File: config.mk
export PLATFORM = sky130hd
export DESIGN_NAME = lct_to_gem_pad_rom_flat
export DESIGN_NICKNAME = d
export VERILOG_FILES = /design/src/rtl/lct_to_gem_pad_rom_pkg.sv /design/src/rtl/lct_to_gem_pad_rom_if.sv /design/src/rtl/lct_to_gem_pad_rom_rom_xky_pad.sv /design/src/rtl/lct_to_gem_pad_rom.sv /design/src/flat_wrapper.sv
export SDC_FILE = /design/constraint.sdc
export NUM_CORES = 1
export LEC_CHECK = 0
export ABC_AREA = 1
export BUFFER_PORTS_ARGS = -buffer_cell sky130_fd_sc_hd__buf_4
export CORE_UTILIZATION = 65
export DETAILED_ROUTE_END_ITERATION = 8
export GPL_ROUTABILITY_DRIVEN = 0
export HOLD_SLACK_MARGIN = 0.03
export PLACE_DENSITY_LB_ADDON = 0.1
export SLEW_MARGIN = 30
export SYNTH_ARGS = -nofsm -noshare
export SYNTH_HDL_FRONTEND = slang
export SYNTH_SLANG_ARGS = --single-unit
File: constraint.sdc
create_clock -name clock -period 8.2 [get_ports clock]
set_input_delay 0.41 -clock clock [delete_from_list [all_inputs] [get_ports clock]]
set_output_delay 0.41 -clock clock [all_outputs]
set_load 0.05 [all_outputs]
File: src/rtl/lct_to_gem_pad_rom_pkg.sv
// Shared constants and LUT helpers for the reverse ME11 CSC->GEM map.
// The xky->pad and wg->roll LUT contents are generated by functions in this package.
// Each ROM instance selects its table through a ROM_KIND code.
package lct_to_gem_pad_rom_pkg;

    localparam int MXXKYB   = 10;
    localparam int WIREBITS = 7;
    localparam int PADBITS  = 8;

    localparam logic [6:0] MAXWIRE    = 7'd47;
    localparam logic [7:0] MAXPAD     = 8'd191;
    localparam logic [9:0] MAXXKYME1B = 10'd511;
    localparam logic [9:0] MINXKYME1A = 10'd512;
    localparam logic [9:0] MAXXKYME1A = 10'd895;
    localparam logic [7:0] NOCOV      = 8'hFF;

    // LUT selectors; these replace the pad/roll even/odd table files.
    localparam int ROM_PAD_EVEN  = 0;
    localparam int ROM_PAD_ODD   = 1;
    localparam int ROM_ROLL_EVEN = 2;
    localparam int ROM_ROLL_ODD  = 3;

    localparam logic [0:0] ST_IDLE = 1'b0;
    localparam logic [0:0] ST_SEQ1 = 1'b1;

    // Clamp an extended-width address into [lo,hi]; 'under' flags a subtraction underflow.
    function automatic logic [9:0] clamp_val(input logic [10:0] v, input logic under,
                                             input logic [9:0] lo, input logic [9:0] hi);
        logic [9:0] r;
        if (under) r = lo;
        else if (v > {1'b0, hi}) r = hi;
        else if (v < {1'b0, lo}) r = lo;
        else r = 10'(v);
        return r;
    endfunction

    // Even-chamber pad: ME1b spreads 512 xky over 192 pads, ME1a uses 2 xky per pad.
    function automatic logic [7:0] pad_even_word(input logic [9:0] x);
        logic [10:0] x3;
        logic [9:0]  rel;
        logic [7:0]  w;
        x3  = {1'b0, x} + {x, 1'b0};
        rel = x - MINXKYME1A;
        if (x <= MAXXKYME1B) w = 8'(x3 >> 3);
        else if (x <= MAXXKYME1A) w = 8'(rel >> 1);
        else w = NOCOV;
        return w;
    endfunction

    // Odd-chamber pad: mirrored (decreasing) map, with an uncovered strip at the ME1b edge.
    function automatic logic [7:0] pad_odd_word(input logic [9:0] x);
        logic [7:0] pe;
        logic [7:0] w;
        pe = pad_even_word(x);
        if ((x >= 10'd504) && (x <= MAXXKYME1B)) w = NOCOV;
        else if (pe == NOCOV) w = NOCOV;
        else w = MAXPAD - pe;
        return w;
    endfunction

    // Even-chamber roll: six wiregroups per GEM roll.
    function automatic logic [2:0] roll_even_word(input logic [6:0] wg);
        logic [2:0] r;
        if (wg > MAXWIRE) r = 3'd7;
        else r = 3'(wg / 7'd6);
        return r;
    endfunction

    // LUT contents indexed by table kind.
    function automatic logic [7:0] rom_word(input int kind, input logic [9:0] adr);
        logic [7:0] w;
        case (kind)
            ROM_PAD_EVEN:  w = pad_even_word(adr);
            ROM_PAD_ODD:   w = pad_odd_word(adr);
            ROM_ROLL_EVEN: w = {5'd0, roll_even_word(adr[6:0])};
            ROM_ROLL_ODD:  w = {5'd0, 3'd7 - roll_even_word(adr[6:0])};
            default:       w = NOCOV;
        endcase
        return w;
    endfunction

endpackage

File: src/rtl/lct_to_gem_pad_rom_if.sv
// LCT pair request / GEM window result bundle for lct_to_gem_pad_rom.
interface lct_to_gem_pad_rom_if;
    import lct_to_gem_pad_rom_pkg::*;

    logic                evenchamber;
    logic [4:0]          lct_deltahs;
    logic [2:0]          lct_deltawire;
    logic                lct0_vpf;
    logic                lct1_vpf;
    logic [WIREBITS-1:0] lct0_keywire;
    logic [WIREBITS-1:0] lct1_keywire;
    logic [MXXKYB-1:0]   lct0_xky;
    logic [MXXKYB-1:0]   lct1_xky;
    logic                lct_ready;
    logic                gem_vpf;
    logic                gem_idx;
    logic [PADBITS-1:0]  gem_pad_lo;
    logic [PADBITS-1:0]  gem_pad_hi;
    logic [2:0]          gem_roll_lo;
    logic [2:0]          gem_roll_hi;
    logic                gem_me1a;
    logic                gem_nocov;

    modport master (
        output evenchamber, lct_deltahs, lct_deltawire,
               lct0_vpf, lct1_vpf, lct0_keywire, lct1_keywire, lct0_xky, lct1_xky,
        input  lct_ready, gem_vpf, gem_idx, gem_pad_lo, gem_pad_hi,
               gem_roll_lo, gem_roll_hi, gem_me1a, gem_nocov
    );

    modport slave (
        input  evenchamber, lct_deltahs, lct_deltawire,
               lct0_vpf, lct1_vpf, lct0_keywire, lct1_keywire, lct0_xky, lct1_xky,
        output lct_ready, gem_vpf, gem_idx, gem_pad_lo, gem_pad_hi,
               gem_roll_lo, gem_roll_hi, gem_me1a, gem_nocov
    );

endinterface

File: src/rtl/lct_to_gem_pad_rom_rom_xky_pad.sv
// Dual-port synchronous-read LUT ROM (one cycle read latency on both ports).
import lct_to_gem_pad_rom_pkg::*;

module rom_xky_pad #(
    parameter int ROM_KIND = ROM_PAD_EVEN,
    parameter int ADRBITS  = 10,
    parameter int DATABITS = 8
) (
    input  logic                clock,
    input  logic                reset,
    input  logic [ADRBITS-1:0]  adr_a,
    input  logic [ADRBITS-1:0]  adr_b,
    output logic [DATABITS-1:0] dout_a,
    output logic [DATABITS-1:0] dout_b
);

    logic [DATABITS-1:0] dout_a_d, dout_a_q;
    logic [DATABITS-1:0] dout_b_d, dout_b_q;

    // Table lookup for both ports.
    always_comb begin
        dout_a_d = DATABITS'(rom_word(ROM_KIND, MXXKYB'(adr_a)));
        dout_b_d = DATABITS'(rom_word(ROM_KIND, MXXKYB'(adr_b)));
    end

    // Registered read data.
    always_ff @(posedge clock) begin
        if (reset) begin
            dout_a_q <= {DATABITS{1'b0}};
            dout_b_q <= {DATABITS{1'b0}};
        end else begin
            dout_a_q <= dout_a_d;
            dout_b_q <= dout_b_d;
        end
    end

    assign dout_a = dout_a_q;
    assign dout_b = dout_b_q;

endmodule

File: src/rtl/lct_to_gem_pad_rom.sv
// Reverse ME11 GEM-CSC map: projects up to two LCTs per BX into GEM pad/roll windows.
// LCT0/LCT1 share one ROM set and are serialized (issue -> result in 2 cycles).
// Optional macro LCT_ME1A_ROLL7_FORCE_EN: ME1a LCTs report roll window 7..7.
import lct_to_gem_pad_rom_pkg::*;

module lct_to_gem_pad_rom (
    input  logic                    clock,
    input  logic                    reset,
    lct_to_gem_pad_rom_if.slave     bus
);

    logic [0:0]          state_d, state_q;
    logic                lct_ready_d, lct_ready_q;
    logic [WIREBITS-1:0] hold_wire_d, hold_wire_q;
    logic [MXXKYB-1:0]   hold_xky_d, hold_xky_q;
    logic                accept_s, iss_vld_s, iss_idx_s, me1a_s;
    logic [WIREBITS-1:0] iss_wire_s, wglo_s, wghi_s;
    logic [MXXKYB-1:0]   iss_xky_s, xkylo_s, xkyhi_s, reg_min_s, reg_max_s;
    logic [10:0]         xky_lo_w_s, xky_hi_w_s, wg_lo_w_s, wg_hi_w_s, dhs4_s;
    logic                s1_vld_d, s1_vld_q, s1_idx_d, s1_idx_q;
    logic                s1_even_d, s1_even_q, s1_me1a_d, s1_me1a_q;
    logic [7:0]          pad_e_a_s, pad_e_b_s, pad_o_a_s, pad_o_b_s, pa_s, pb_s, plo_s, phi_s;
    logic [2:0]          roll_e_a_s, roll_e_b_s, roll_o_a_s, roll_o_b_s, ra_s, rb_s, rlo_s, rhi_s;
    logic                nocov_s;
    logic                gem_vpf_d, gem_vpf_q, gem_idx_d, gem_idx_q;
    logic                gem_me1a_d, gem_me1a_q, gem_nocov_d, gem_nocov_q;
    logic [7:0]          gem_pad_lo_d, gem_pad_lo_q, gem_pad_hi_d, gem_pad_hi_q;
    logic [2:0]          gem_roll_lo_d, gem_roll_lo_q, gem_roll_hi_d, gem_roll_hi_q;

    // Accept/serialize FSM: pick the LCT issued this cycle and park LCT1 of a pair.
    always_comb begin
        state_d     = state_q;
        hold_wire_d = hold_wire_q;
        hold_xky_d  = hold_xky_q;
        iss_vld_s   = 1'b0;
        iss_idx_s   = 1'b0;
        iss_wire_s  = bus.lct0_keywire;
        iss_xky_s   = bus.lct0_xky;
        accept_s    = (bus.lct0_vpf | bus.lct1_vpf) & lct_ready_q;
        case (state_q)
            ST_IDLE: begin
                if (accept_s) begin
                    iss_vld_s = 1'b1;
                    if (bus.lct0_vpf) begin
                        if (bus.lct1_vpf) begin
                            hold_wire_d = bus.lct1_keywire;
                            hold_xky_d  = bus.lct1_xky;
                            state_d     = ST_SEQ1;
                        end else begin
                            state_d = ST_IDLE;
                        end
                    end else begin
                        iss_idx_s  = 1'b1;
                        iss_wire_s = bus.lct1_keywire;
                        iss_xky_s  = bus.lct1_xky;
                    end
                end else begin
                    state_d = ST_IDLE;
                end
            end
            ST_SEQ1: begin
                iss_vld_s  = 1'b1;
                iss_idx_s  = 1'b1;
                iss_wire_s = hold_wire_q;
                iss_xky_s  = hold_xky_q;
                state_d    = ST_IDLE;
            end
            default: state_d = ST_IDLE;
        endcase
        lct_ready_d = (state_d == ST_IDLE);
    end

    // Window addresses, clamped to the LCT's own ME1a/ME1b region and the wiregroup range.
    always_comb begin
        me1a_s     = (iss_xky_s >= MINXKYME1A);
        reg_min_s  = me1a_s ? MINXKYME1A : 10'd0;
        reg_max_s  = me1a_s ? MAXXKYME1A : MAXXKYME1B;
        dhs4_s     = {4'd0, bus.lct_deltahs, 2'b00};
        xky_lo_w_s = {1'b0, iss_xky_s} - dhs4_s;
        xky_hi_w_s = {1'b0, iss_xky_s} + dhs4_s;
        wg_lo_w_s  = {4'd0, iss_wire_s} - {8'd0, bus.lct_deltawire};
        wg_hi_w_s  = {4'd0, iss_wire_s} + {8'd0, bus.lct_deltawire};
        xkylo_s    = clamp_val(xky_lo_w_s, xky_lo_w_s[10], reg_min_s, reg_max_s);
        xkyhi_s    = clamp_val(xky_hi_w_s, 1'b0, reg_min_s, reg_max_s);
        wglo_s     = 7'(clamp_val(wg_lo_w_s, wg_lo_w_s[10], 10'd0, {3'd0, MAXWIRE}));
        wghi_s     = 7'(clamp_val(wg_hi_w_s, 1'b0, 10'd0, {3'd0, MAXWIRE}));
        s1_vld_d   = iss_vld_s;
        s1_idx_d   = iss_idx_s;
        s1_even_d  = bus.evenchamber;
        s1_me1a_d  = me1a_s;
    end

    rom_xky_pad #(.ROM_KIND(ROM_PAD_EVEN), .ADRBITS(MXXKYB), .DATABITS(PADBITS)) u_pad_even (
        .clock(clock), .reset(reset), .adr_a(xkylo_s), .adr_b(xkyhi_s), .dout_a(pad_e_a_s), .dout_b(pad_e_b_s));
    rom_xky_pad #(.ROM_KIND(ROM_PAD_ODD), .ADRBITS(MXXKYB), .DATABITS(PADBITS)) u_pad_odd (
        .clock(clock), .reset(reset), .adr_a(xkylo_s), .adr_b(xkyhi_s), .dout_a(pad_o_a_s), .dout_b(pad_o_b_s));
    rom_xky_pad #(.ROM_KIND(ROM_ROLL_EVEN), .ADRBITS(WIREBITS), .DATABITS(3)) u_roll_even (
        .clock(clock), .reset(reset), .adr_a(wglo_s), .adr_b(wghi_s), .dout_a(roll_e_a_s), .dout_b(roll_e_b_s));
    rom_xky_pad #(.ROM_KIND(ROM_ROLL_ODD), .ADRBITS(WIREBITS), .DATABITS(3)) u_roll_odd (
        .clock(clock), .reset(reset), .adr_a(wglo_s), .adr_b(wghi_s), .dout_a(roll_o_a_s), .dout_b(roll_o_b_s));

    // Chamber mux, min/max sort (odd chambers map decreasingly), coverage check, output load.
    always_comb begin
        pa_s    = s1_even_q ? pad_e_a_s  : pad_o_a_s;
        pb_s    = s1_even_q ? pad_e_b_s  : pad_o_b_s;
        ra_s    = s1_even_q ? roll_e_a_s : roll_o_a_s;
        rb_s    = s1_even_q ? roll_e_b_s : roll_o_b_s;
        nocov_s = (pa_s == NOCOV) | (pb_s == NOCOV);
        if (nocov_s) begin
            plo_s = 8'd0;
            phi_s = 8'd0;
        end else begin
            plo_s = (pa_s < pb_s) ? pa_s : pb_s;
            phi_s = (pa_s < pb_s) ? pb_s : pa_s;
            plo_s = (plo_s > MAXPAD) ? MAXPAD : plo_s;
            phi_s = (phi_s > MAXPAD) ? MAXPAD : phi_s;
        end
`ifdef LCT_ME1A_ROLL7_FORCE_EN
        if (s1_me1a_q) begin
            rlo_s = 3'd7;
            rhi_s = 3'd7;
        end else begin
            rlo_s = (ra_s < rb_s) ? ra_s : rb_s;
            rhi_s = (ra_s < rb_s) ? rb_s : ra_s;
        end
`else
        rlo_s = (ra_s < rb_s) ? ra_s : rb_s;
        rhi_s = (ra_s < rb_s) ? rb_s : ra_s;
`endif
        gem_vpf_d = s1_vld_q;
        if (s1_vld_q) begin
            gem_idx_d     = s1_idx_q;
            gem_pad_lo_d  = plo_s;
            gem_pad_hi_d  = phi_s;
            gem_roll_lo_d = rlo_s;
            gem_roll_hi_d = rhi_s;
            gem_me1a_d    = s1_me1a_q;
            gem_nocov_d   = nocov_s;
        end else begin
            gem_idx_d     = gem_idx_q;
            gem_pad_lo_d  = gem_pad_lo_q;
            gem_pad_hi_d  = gem_pad_hi_q;
            gem_roll_lo_d = gem_roll_lo_q;
            gem_roll_hi_d = gem_roll_hi_q;
            gem_me1a_d    = gem_me1a_q;
            gem_nocov_d   = gem_nocov_q;
        end
    end

    // State, hold register, pipeline tags and result registers; reset drops all in-flight work.
    always_ff @(posedge clock) begin
        if (reset) begin
            state_q       <= ST_IDLE;
            lct_ready_q   <= 1'b1;
            hold_wire_q   <= 7'd0;
            hold_xky_q    <= 10'd0;
            s1_vld_q      <= 1'b0;
            s1_idx_q      <= 1'b0;
            s1_even_q     <= 1'b0;
            s1_me1a_q     <= 1'b0;
            gem_vpf_q     <= 1'b0;
            gem_idx_q     <= 1'b0;
            gem_pad_lo_q  <= 8'd0;
            gem_pad_hi_q  <= 8'd0;
            gem_roll_lo_q <= 3'd0;
            gem_roll_hi_q <= 3'd0;
            gem_me1a_q    <= 1'b0;
            gem_nocov_q   <= 1'b0;
        end else begin
            state_q       <= state_d;
            lct_ready_q   <= lct_ready_d;
            hold_wire_q   <= hold_wire_d;
            hold_xky_q    <= hold_xky_d;
            s1_vld_q      <= s1_vld_d;
            s1_idx_q      <= s1_idx_d;
            s1_even_q     <= s1_even_d;
            s1_me1a_q     <= s1_me1a_d;
            gem_vpf_q     <= gem_vpf_d;
            gem_idx_q     <= gem_idx_d;
            gem_pad_lo_q  <= gem_pad_lo_d;
            gem_pad_hi_q  <= gem_pad_hi_d;
            gem_roll_lo_q <= gem_roll_lo_d;
            gem_roll_hi_q <= gem_roll_hi_d;
            gem_me1a_q    <= gem_me1a_d;
            gem_nocov_q   <= gem_nocov_d;
        end
    end

    assign bus.lct_ready   = lct_ready_q;
    assign bus.gem_vpf     = gem_vpf_q;
    assign bus.gem_idx     = gem_idx_q;
    assign bus.gem_pad_lo  = gem_pad_lo_q;
    assign bus.gem_pad_hi  = gem_pad_hi_q;
    assign bus.gem_roll_lo = gem_roll_lo_q;
    assign bus.gem_roll_hi = gem_roll_hi_q;
    assign bus.gem_me1a    = gem_me1a_q;
    assign bus.gem_nocov   = gem_nocov_q;

endmodule
File: src/flat_wrapper.sv
// flat-port wrapper written by rule: the top's interface ports become plain ports
module lct_to_gem_pad_rom_flat 
  (clock, reset, bus_evenchamber, bus_lct_deltahs, bus_lct_deltawire, bus_lct0_vpf, bus_lct1_vpf, bus_lct0_keywire, bus_lct1_keywire, bus_lct0_xky, bus_lct1_xky, bus_lct_ready, bus_gem_vpf, bus_gem_idx, bus_gem_pad_lo, bus_gem_pad_hi, bus_gem_roll_lo, bus_gem_roll_hi, bus_gem_me1a, bus_gem_nocov);
  lct_to_gem_pad_rom_if bus_i ();
  input  logic clock;
  input  logic reset;
  input wire logic [$bits(bus_i.evenchamber)-1:0] bus_evenchamber;
  input wire logic [$bits(bus_i.lct_deltahs)-1:0] bus_lct_deltahs;
  input wire logic [$bits(bus_i.lct_deltawire)-1:0] bus_lct_deltawire;
  input wire logic [$bits(bus_i.lct0_vpf)-1:0] bus_lct0_vpf;
  input wire logic [$bits(bus_i.lct1_vpf)-1:0] bus_lct1_vpf;
  input wire logic [$bits(bus_i.lct0_keywire)-1:0] bus_lct0_keywire;
  input wire logic [$bits(bus_i.lct1_keywire)-1:0] bus_lct1_keywire;
  input wire logic [$bits(bus_i.lct0_xky)-1:0] bus_lct0_xky;
  input wire logic [$bits(bus_i.lct1_xky)-1:0] bus_lct1_xky;
  output wire logic [$bits(bus_i.lct_ready)-1:0] bus_lct_ready;
  output wire logic [$bits(bus_i.gem_vpf)-1:0] bus_gem_vpf;
  output wire logic [$bits(bus_i.gem_idx)-1:0] bus_gem_idx;
  output wire logic [$bits(bus_i.gem_pad_lo)-1:0] bus_gem_pad_lo;
  output wire logic [$bits(bus_i.gem_pad_hi)-1:0] bus_gem_pad_hi;
  output wire logic [$bits(bus_i.gem_roll_lo)-1:0] bus_gem_roll_lo;
  output wire logic [$bits(bus_i.gem_roll_hi)-1:0] bus_gem_roll_hi;
  output wire logic [$bits(bus_i.gem_me1a)-1:0] bus_gem_me1a;
  output wire logic [$bits(bus_i.gem_nocov)-1:0] bus_gem_nocov;
  assign bus_i.evenchamber = bus_evenchamber;
  assign bus_i.lct_deltahs = bus_lct_deltahs;
  assign bus_i.lct_deltawire = bus_lct_deltawire;
  assign bus_i.lct0_vpf = bus_lct0_vpf;
  assign bus_i.lct1_vpf = bus_lct1_vpf;
  assign bus_i.lct0_keywire = bus_lct0_keywire;
  assign bus_i.lct1_keywire = bus_lct1_keywire;
  assign bus_i.lct0_xky = bus_lct0_xky;
  assign bus_i.lct1_xky = bus_lct1_xky;
  assign bus_lct_ready = bus_i.lct_ready;
  assign bus_gem_vpf = bus_i.gem_vpf;
  assign bus_gem_idx = bus_i.gem_idx;
  assign bus_gem_pad_lo = bus_i.gem_pad_lo;
  assign bus_gem_pad_hi = bus_i.gem_pad_hi;
  assign bus_gem_roll_lo = bus_i.gem_roll_lo;
  assign bus_gem_roll_hi = bus_i.gem_roll_hi;
  assign bus_gem_me1a = bus_i.gem_me1a;
  assign bus_gem_nocov = bus_i.gem_nocov;
  lct_to_gem_pad_rom u_core (.clock(clock), .reset(reset), .bus(bus_i));
endmodule
**Word level (Yosys, flattened, before mapping)**

Cells that the tools add are included.
Widths: inputs -> output; s select.

- Multiplexer cells: 49
- Add/sub/neg operators: 12
- Eq/ne operators: 4
- $lt $le $gt $ge: 21
- Div/mod/pow operators: 2
- Reduce and logical (&&, ||, !) cells: 3
- Bitwise operators: 5

Operators with widths:

| cell | number |
|---|---|
| $mux 8 | 16 |
| $mux 10 | 9 |
| $mux 7 | 7 |
| $eq 8x8->1 const B | 4 |
| $add 10x11->11 | 2 |
| $gt 11x10->1 | 2 |
| $lt 11x10->1 | 2 |
| $ge 10x9->1 const B | 2 |
| $le 10x10->1 const B | 2 |
| $le 10x9->1 const B | 2 |
| $pmux 10 s2 | 1 |
| $mux 3 | 6 |
| $sub 9x1->9 const B | 2 |
| $gt 8x8->1 const B | 2 |
| $sub 8x8->8 const A | 2 |
| $div 7x3->7 const B | 2 |
| $gt 7x6->1 const B | 2 |
| $pmux 7 s2 | 1 |
| $add 10x7->11 | 1 |
| $gt 11x6->1 const B | 1 |
| $lt 11x1->1 const B | 1 |
| $sub 10x7->11 | 1 |
| $ge 10x10->1 const B | 1 |
| $add 7x3->8 | 1 |
| other kinds (13) | 24 |

- Output and inout bits: 27
- Flip-flop bits (word level): 93
- Bits of input ports: 47
- Logic and storage cells: 120

**Logic depth before layout (Yosys ltp)**

- Depth after elaboration: 16
- Gate-level depth with buffers: 44
- Gate-level depth less buffers: 42

**Hierarchy**

Synthesis repeated with hierarchy kept, for this count alone.

- Cell total of the unflattened synthesis: 1479
- Area, all modules: 9166.3 um^2

Modules (own cells, without submodules):

| module | sequential area each (um^2) | area an instance (um^2) | instances | cells an instance |
|---|---|---|---|---|
| lct_to_gem_pad_rom | 980.9 | 4443.0 | 1 | 691 |
| rom_xky_pad (u_core.u_pad_odd) | 320.3 | 2182.1 | 1 | 359 |
| rom_xky_pad (u_core.u_pad_even) | 320.3 | 1660.3 | 1 | 281 |
| rom_xky_pad (u_core.u_roll_odd) | 120.1 | 449.2 | 1 | 76 |
| rom_xky_pad (u_core.u_roll_even) | 120.1 | 431.7 | 1 | 72 |

**Least setup slack after synthesis**

Ideal clock, no wire load.

- Path type: flip-flop to flip-flop
- Start: reg u_core.lct_ready_q (netlist: u_core.bus.lct_ready)
- End: reg u_core.u_pad_odd.dout_a_q[5] (netlist: u_core.u_pad_odd.dout_a[5])
- Cell stages (with the launch flop): 41
- Slack: 2.689 ns
- Arrival time: 5.441 ns
- Setup time: 0.070 ns
- Required time: 8.130 ns
- Clock period less this slack: 5.511 ns
- Path through: dfxtp_1 -> nand2_1 -> nor2_2 -> buf_2 -> o21ai_0 -> o22ai_1 -> ha_1 -> buf_2 -> a21oi_1 -> nand2_1 -> nand2_1 -> nand2_1 -> a21oi_1 -> xor2_1 -> inv_1 -> ha_1 -> nand3_1 -> nor2_1 -> (+5 left out) -> o21ai_2 -> nand3_2 -> inv_1 -> ha_1 -> nand2_1 -> inv_1 -> a221oi_1 -> nand2_1 -> nand3_1 -> nand2_1 -> a21oi_1 -> o21ai_0 -> inv_1 -> ha_1 -> nand3_1 -> nor2_1 -> nand4_1 -> a21oi_1

- Cells in the longest elaborated chain, start to end: 15
- Elaborated cells between the ends (all ways): 24

RTL lines:

| what | RTL line | text |
|---|---|---|
| from (decl) | lct_to_gem_pad_rom.sv:13 | `logic lct_ready_d, lct_ready_q;` |
| from (signal assigned) | lct_to_gem_pad_rom.sv:171 | `lct_ready_q <= lct_ready_d;` |
| $and 1x1->1 (*) | lct_to_gem_pad_rom.sv:39 | `accept_s = (bus.lct0_vpf \| bus.lct1_vpf) & lct_ready_q;` |
| $mux 10 (*) | lct_to_gem_pad_rom.sv:42 | `if (accept_s) begin` |
| $pmux 10 s2 (*) | lct_to_gem_pad_rom.sv:40 | `case (state_q)` |
| $ge 10x10->1 | lct_to_gem_pad_rom.sv:75 | `me1a_s = (iss_xky_s >= MINXKYME1A);` |
| $mux 10 | lct_to_gem_pad_rom.sv:76 | `reg_min_s = me1a_s ? MINXKYME1A : 10'd0;` |
| $lt 11x10->1 | lct_to_gem_pad_rom_pkg.sv:32 | `else if (v < {1'b0, lo}) r = lo;` |
| $mux 10 | lct_to_gem_pad_rom_pkg.sv:32 |  |
| $mux 10 | lct_to_gem_pad_rom_pkg.sv:31 | `else if (v > {1'b0, hi}) r = hi;` |
| $mux 10 (*) | lct_to_gem_pad_rom_pkg.sv:30 | `if (under) r = lo;` |
| $sub 9x1->9 or $le 10x10->1 (tied branches) | -- |  |
| $mux 8 | -- |  |
| $mux 8 (*) | -- |  |
| via u_core.u_pad_even.dout_a_d[7] | lct_to_gem_pad_rom_rom_xky_pad.sv:17 | `logic [DATABITS-1:0] dout_a_d, dout_a_q;` |
| $eq 8x8->1 (*) | lct_to_gem_pad_rom_pkg.sv:56 | `else if (pe == NOCOV) w = NOCOV;` |
| $mux 8 (*) | lct_to_gem_pad_rom_pkg.sv:56 |  |
| $mux 8 (*) | lct_to_gem_pad_rom_pkg.sv:55 | `if ((x >= 10'd504) && (x <= MAXXKYME1B)) w = NOCOV;` |
| to (signal assigned) | lct_to_gem_pad_rom_rom_xky_pad.sv:29 | `dout_a_q <= {DATABITS{1'b0}};` |
| to (signal assigned) | lct_to_gem_pad_rom_rom_xky_pad.sv:32 | `dout_a_q <= dout_a_d;` |
| to (decl) | lct_to_gem_pad_rom_rom_xky_pad.sv:17 |  |

Mark *: on every way through the listed nets, which the timed path passes. The rest lies on a longest branch.
A chain may end at the register's enable or synchronous reset.

**Worst setup path after layout**

- Start: reg u_core.lct_ready_q (netlist: u_core.bus.lct_ready)
- End: reg u_core.u_pad_odd.dout_a_q[4] (netlist: u_core.u_pad_odd.dout_a[4])

Same word-level chain as after synthesis.

==> flow_metrics.tcl <==
set metrics [dict create \
    slowest_delay_ns 0.44 \
    number_of_enable_flip_flop_cells_after_synthesis 0 \
    synth_top_area_cell "sky130_fd_sc_hd__dfxtp_1" \
    die_area_um2 11600 \
    routed_wire_length_per_instance_um 11.9 \
    post-cts-setup-buffer-count 0 \
    synth.ff_latch_count 93 \
    timing.final.crit_period_ns 6.08 \
    worst-setup-path-type "reg2reg" \
    root_buffer "sky130_fd_sc_hd__clkbuf_8" \
    ys_async_sr_fraction 0 \
    mappedNetlistNets 1217 \
    timing_hold_violations_final 0 \
    worst_setup_path_start_kind "flip-flop" \
    setup_slack_ns 2.12 \
    worstHoldPathType "in2reg" \
    cp_max_fo 13 \
    ir_drop_mv 0.211 \
    power_dissipated_by_switching_net_loads_uw 1260 \
    timing.critical_path.required_ns 8.51 \
    filler_cell_count 935 \
    nNetsFinal 1273 \
    synth_top_cells_by_count "sky130_fd_sc_hd__nand2_1 (270), sky130_fd_sc_hd__inv_1 (161), sky130_fd_sc_hd__nor2_1 (104)" \
    area.growth.synth_to_final_pct 10.9 \
    yosys.area_share.adder 0.118 \
    drt-initial-drc-count 443 \
    grt_max_degree 68 \
    synthDominantCellAreaShare 0.257 \
    firstDrtPassIters 5 \
    compound_gate_fraction_of_synth_area 0.139 \
    clock_insertion_delay_worst_skew_ns 0.38 \
    share_clk_of_total_power 0.125 \
    seq_area_frac_synth 0.257 \
    post_route_cells_drive_above_1_share 0.130 \
    fin_setup_tns_ns 0 \
    worst_setup_slack_post_dpl_ns 2.20 \
    hold_path.startpoint "bus_evenchamber" \
    die_height_um 107 \
    syn-mean-instance-area_um2 6.55 \
    post_synth_mux_area_share 0.0228 \
    grt_util_all_layers 0.286 \
    critPathArrivalTime_ns 6.39 \
    vias 6986 \
    netlist_top_cells_area "sky130_fd_sc_hd__dfxtp_1 (26%), sky130_fd_sc_hd__nand2_1 (14%), sky130_fd_sc_hd__ha_1 (11%)" \
    design.core.area_um2 10800 \
    synth_most_common_cell "sky130_fd_sc_hd__nand2_1" \
    synthesis.yosys.warnings 0 \
    drc 0 \
    io_pins 74 \
    cpMostUsedCell "sky130_fd_sc_hd__nand2_1" \
    numClockSinks 93 \
    maximum_clock_insertion_buffer_count 2 \
    drv.max_cap_violation_count 0 \
    global_route_wire_length_before_repair_mm 26.9 \
    post_synth_inst_count 1104 \
    wirelength_mm 15.5 \
    pwr_cell_area_nw_per_um2 317 \
    p_seq_frac 0.244 \
    worstMarginPinSlew_ns 0.720 \
    achievable-frequency_ghz 0.165 \
    grt_antenna_before_repair 0 \
    area_of_combinational_cells_with_multiple_inputs_um2 4570 \
    hpwlAfterDp_mm 12.2 \
    dominant_combinational_cell_family_by_area_after_synthesis "simple AND/OR/NAND/NOR gates" \
    synthesis.area_um2 7230 \
    timing.critical_path.to_type "flip-flop" \
    tritoncts "built" \
    clock_transition_time_at_the_flip_flop_clock_pins_of_the_worst_setup_and_hold_paths_ns 0.10 \
    cp-startpoint "u_core.bus.lct_ready" \
    cellLeakagePower_uw 0.00413 \
    post_cts_resize_count 0 \
    power.switching_fraction 0.496 \
    setup_viol 0 \
    synth.lib_cells_used.distinct 54 \
    route.antenna.remaining_nets 0 \
    first_global_vias 6467 \
    cts_made_buffers 9 \
    status "finished clean" \
    floorplan.initialDensity 0.667 \
    worst_slew_margin_rel 0.517 \
    port_buffers 73 \
    worst_clock_skew_ns 0.0173 \
    synth_flop_cell "sky130_fd_sc_hd__dfxtp_1" \
    slowest_stage_cell_on_the_critical_path "sky130_fd_sc_hd__dfxtp_1" \
    synth_simple_gate_area_frac 0.331 \
    synthXorXnorAreaFrac 0.0192 \
    reg2reg_from "u_core.bus.lct_ready" \
    reg2reg_setup_slack_ns 2.12 \
    grt_overflow 0 \
    vias_per_cell 5.35 \
    cts.hold.buffers_added 0 \
    fin_crit_sh 0.741 \
    rsz0062_at_grt "false" \
    report.final.slew_viol_count 0 \
    antenna-diode-count 0 \
    die_width_um 107 \
    whs_ns 0.238 \
    pwr-share-comb 0.631 \
    final-seq-area_um2 1860 \
    internal_power_uw 1280 \
    h-tree-depth 3 \
    core.rowCount 38 \
]
-- worst paths after layout --
kind,endpoint,cells after the start
max,u_core.u_pad_odd.dout_a[4],40
min,u_core.s1_even_q,3
max reg2reg,u_core.u_pad_odd.dout_a[4],40
min reg2reg,u_core.bus.gem_me1a,2
-- routing by layer --
metal	up-vias	wire [um]	track usage
met5	-	0	0
met4	0	329	0.102
met3	30	681	0.0502
met2	175	7340	0.505
met1	3109	7190	0.346
li1	3672	-	-
-- cell usage in the layout, fill, tap and decap left out, types with 7 or more instances in the layout --
cell type,count
sky130_fd_sc_hd__mux2i_1,12
sky130_fd_sc_hd__nand3_1,82
sky130_fd_sc_hd__inv_1,161
sky130_fd_sc_hd__nor2_1,104
sky130_fd_sc_hd__nor2_2,9
sky130_fd_sc_hd__nand3b_1,9
sky130_fd_sc_hd__buf_4,74
sky130_fd_sc_hd__nand2_2,11
sky130_fd_sc_hd__o211ai_1,22
sky130_fd_sc_hd__xor2_1,13
sky130_fd_sc_hd__nand4_1,15
sky130_fd_sc_hd__nand3_2,7
sky130_fd_sc_hd__a21oi_1,67
sky130_fd_sc_hd__ha_1,62
sky130_fd_sc_hd__o21ai_0,49
sky130_fd_sc_hd__o22ai_1,9
sky130_fd_sc_hd__nand2_1,270
sky130_fd_sc_hd__inv_2,11
sky130_fd_sc_hd__clkbuf_8,10
sky130_fd_sc_hd__dfxtp_1,93
sky130_fd_sc_hd__nor3_1,7
-- state kept, by name, indices dropped and copies added, names as in the netlist, 7 cells and up --
name and count:
u_core.u_pad_even.dout_a 8, u_core.bus.gem_pad_lo 8, u_core.u_pad_even.dout_b 8, u_core.hold_wire_q 7, u_core.bus.gem_pad_hi 8, u_core.u_pad_odd.dout_a 8
u_core.hold_xky_q 10, u_core.u_pad_odd.dout_b 8
-- metrics by stage --
step	power [uW]	instance area, um^2	instances	utilization
2_1_floorplan	1890	7230	1104	-
3_3_place_gp	2180	7820	1289	0.721
3_5_place_dp	2210	7820	1289	0.721
4_1_cts	2530	8020	1305	0.740
5_1_grt	2800	8020	1305	0.740
6_report	2540	8020	1305	0.740
-- power by group through the flow --
stage,sequential [uW],clock [uW],combinational [uW]
2_1_floorplan,735,0,1150
3_3_place_gp,626,0,1550
3_5_place_dp,631,0,1580
4_1_cts,621,322,1590
5_1_grt,635,344,1820
6_report,620,317,1600
-- layout make-up --
type | instances | share of cell area
Timing Repair Buffer | 74 | 0.0692
Clock inverter | 6 | 0.00873
Tap cell | 140 | 0.0218
Sequential cell | 93 | 0.232
Multi-Input combinational cell | 808 | 0.569
Clock buffer | 10 | 0.0172
Inverter | 174 | 0.0817
-- worst max-delay path: cells and delay by family (launching register included) --
| family | cells | cell delay [ns] |
|---|---|---|
| flops | 1 | 0.44 |
| simple gates | 25 | 2.86 |
| fa+ha+maj | 4 | 1.08 |
| compound gates | 6 | 1.02 |
| xor+xnor | 1 | 0.28 |
| buf+inv | 4 | 0.28 |
-- cell families (layout without fill, tap and decap cells) --
| group | count (synthesis) | in the layout |
|---|---|---|
| XOR/XNOR | 15 | 15 |
| AO/OA/AOI/OAI | 171 | 171 |
| other | 2 | 2 |
| AND/OR/NAND/NOR | 538 | 538 |
| adder cells (fa/ha/maj) | 66 | 66 |
| buffers and inverters | 203 | 264 |
| multiplexers | 16 | 16 |
| flip-flops | 93 | 93 |
Power figures use the tool's default switching activity.
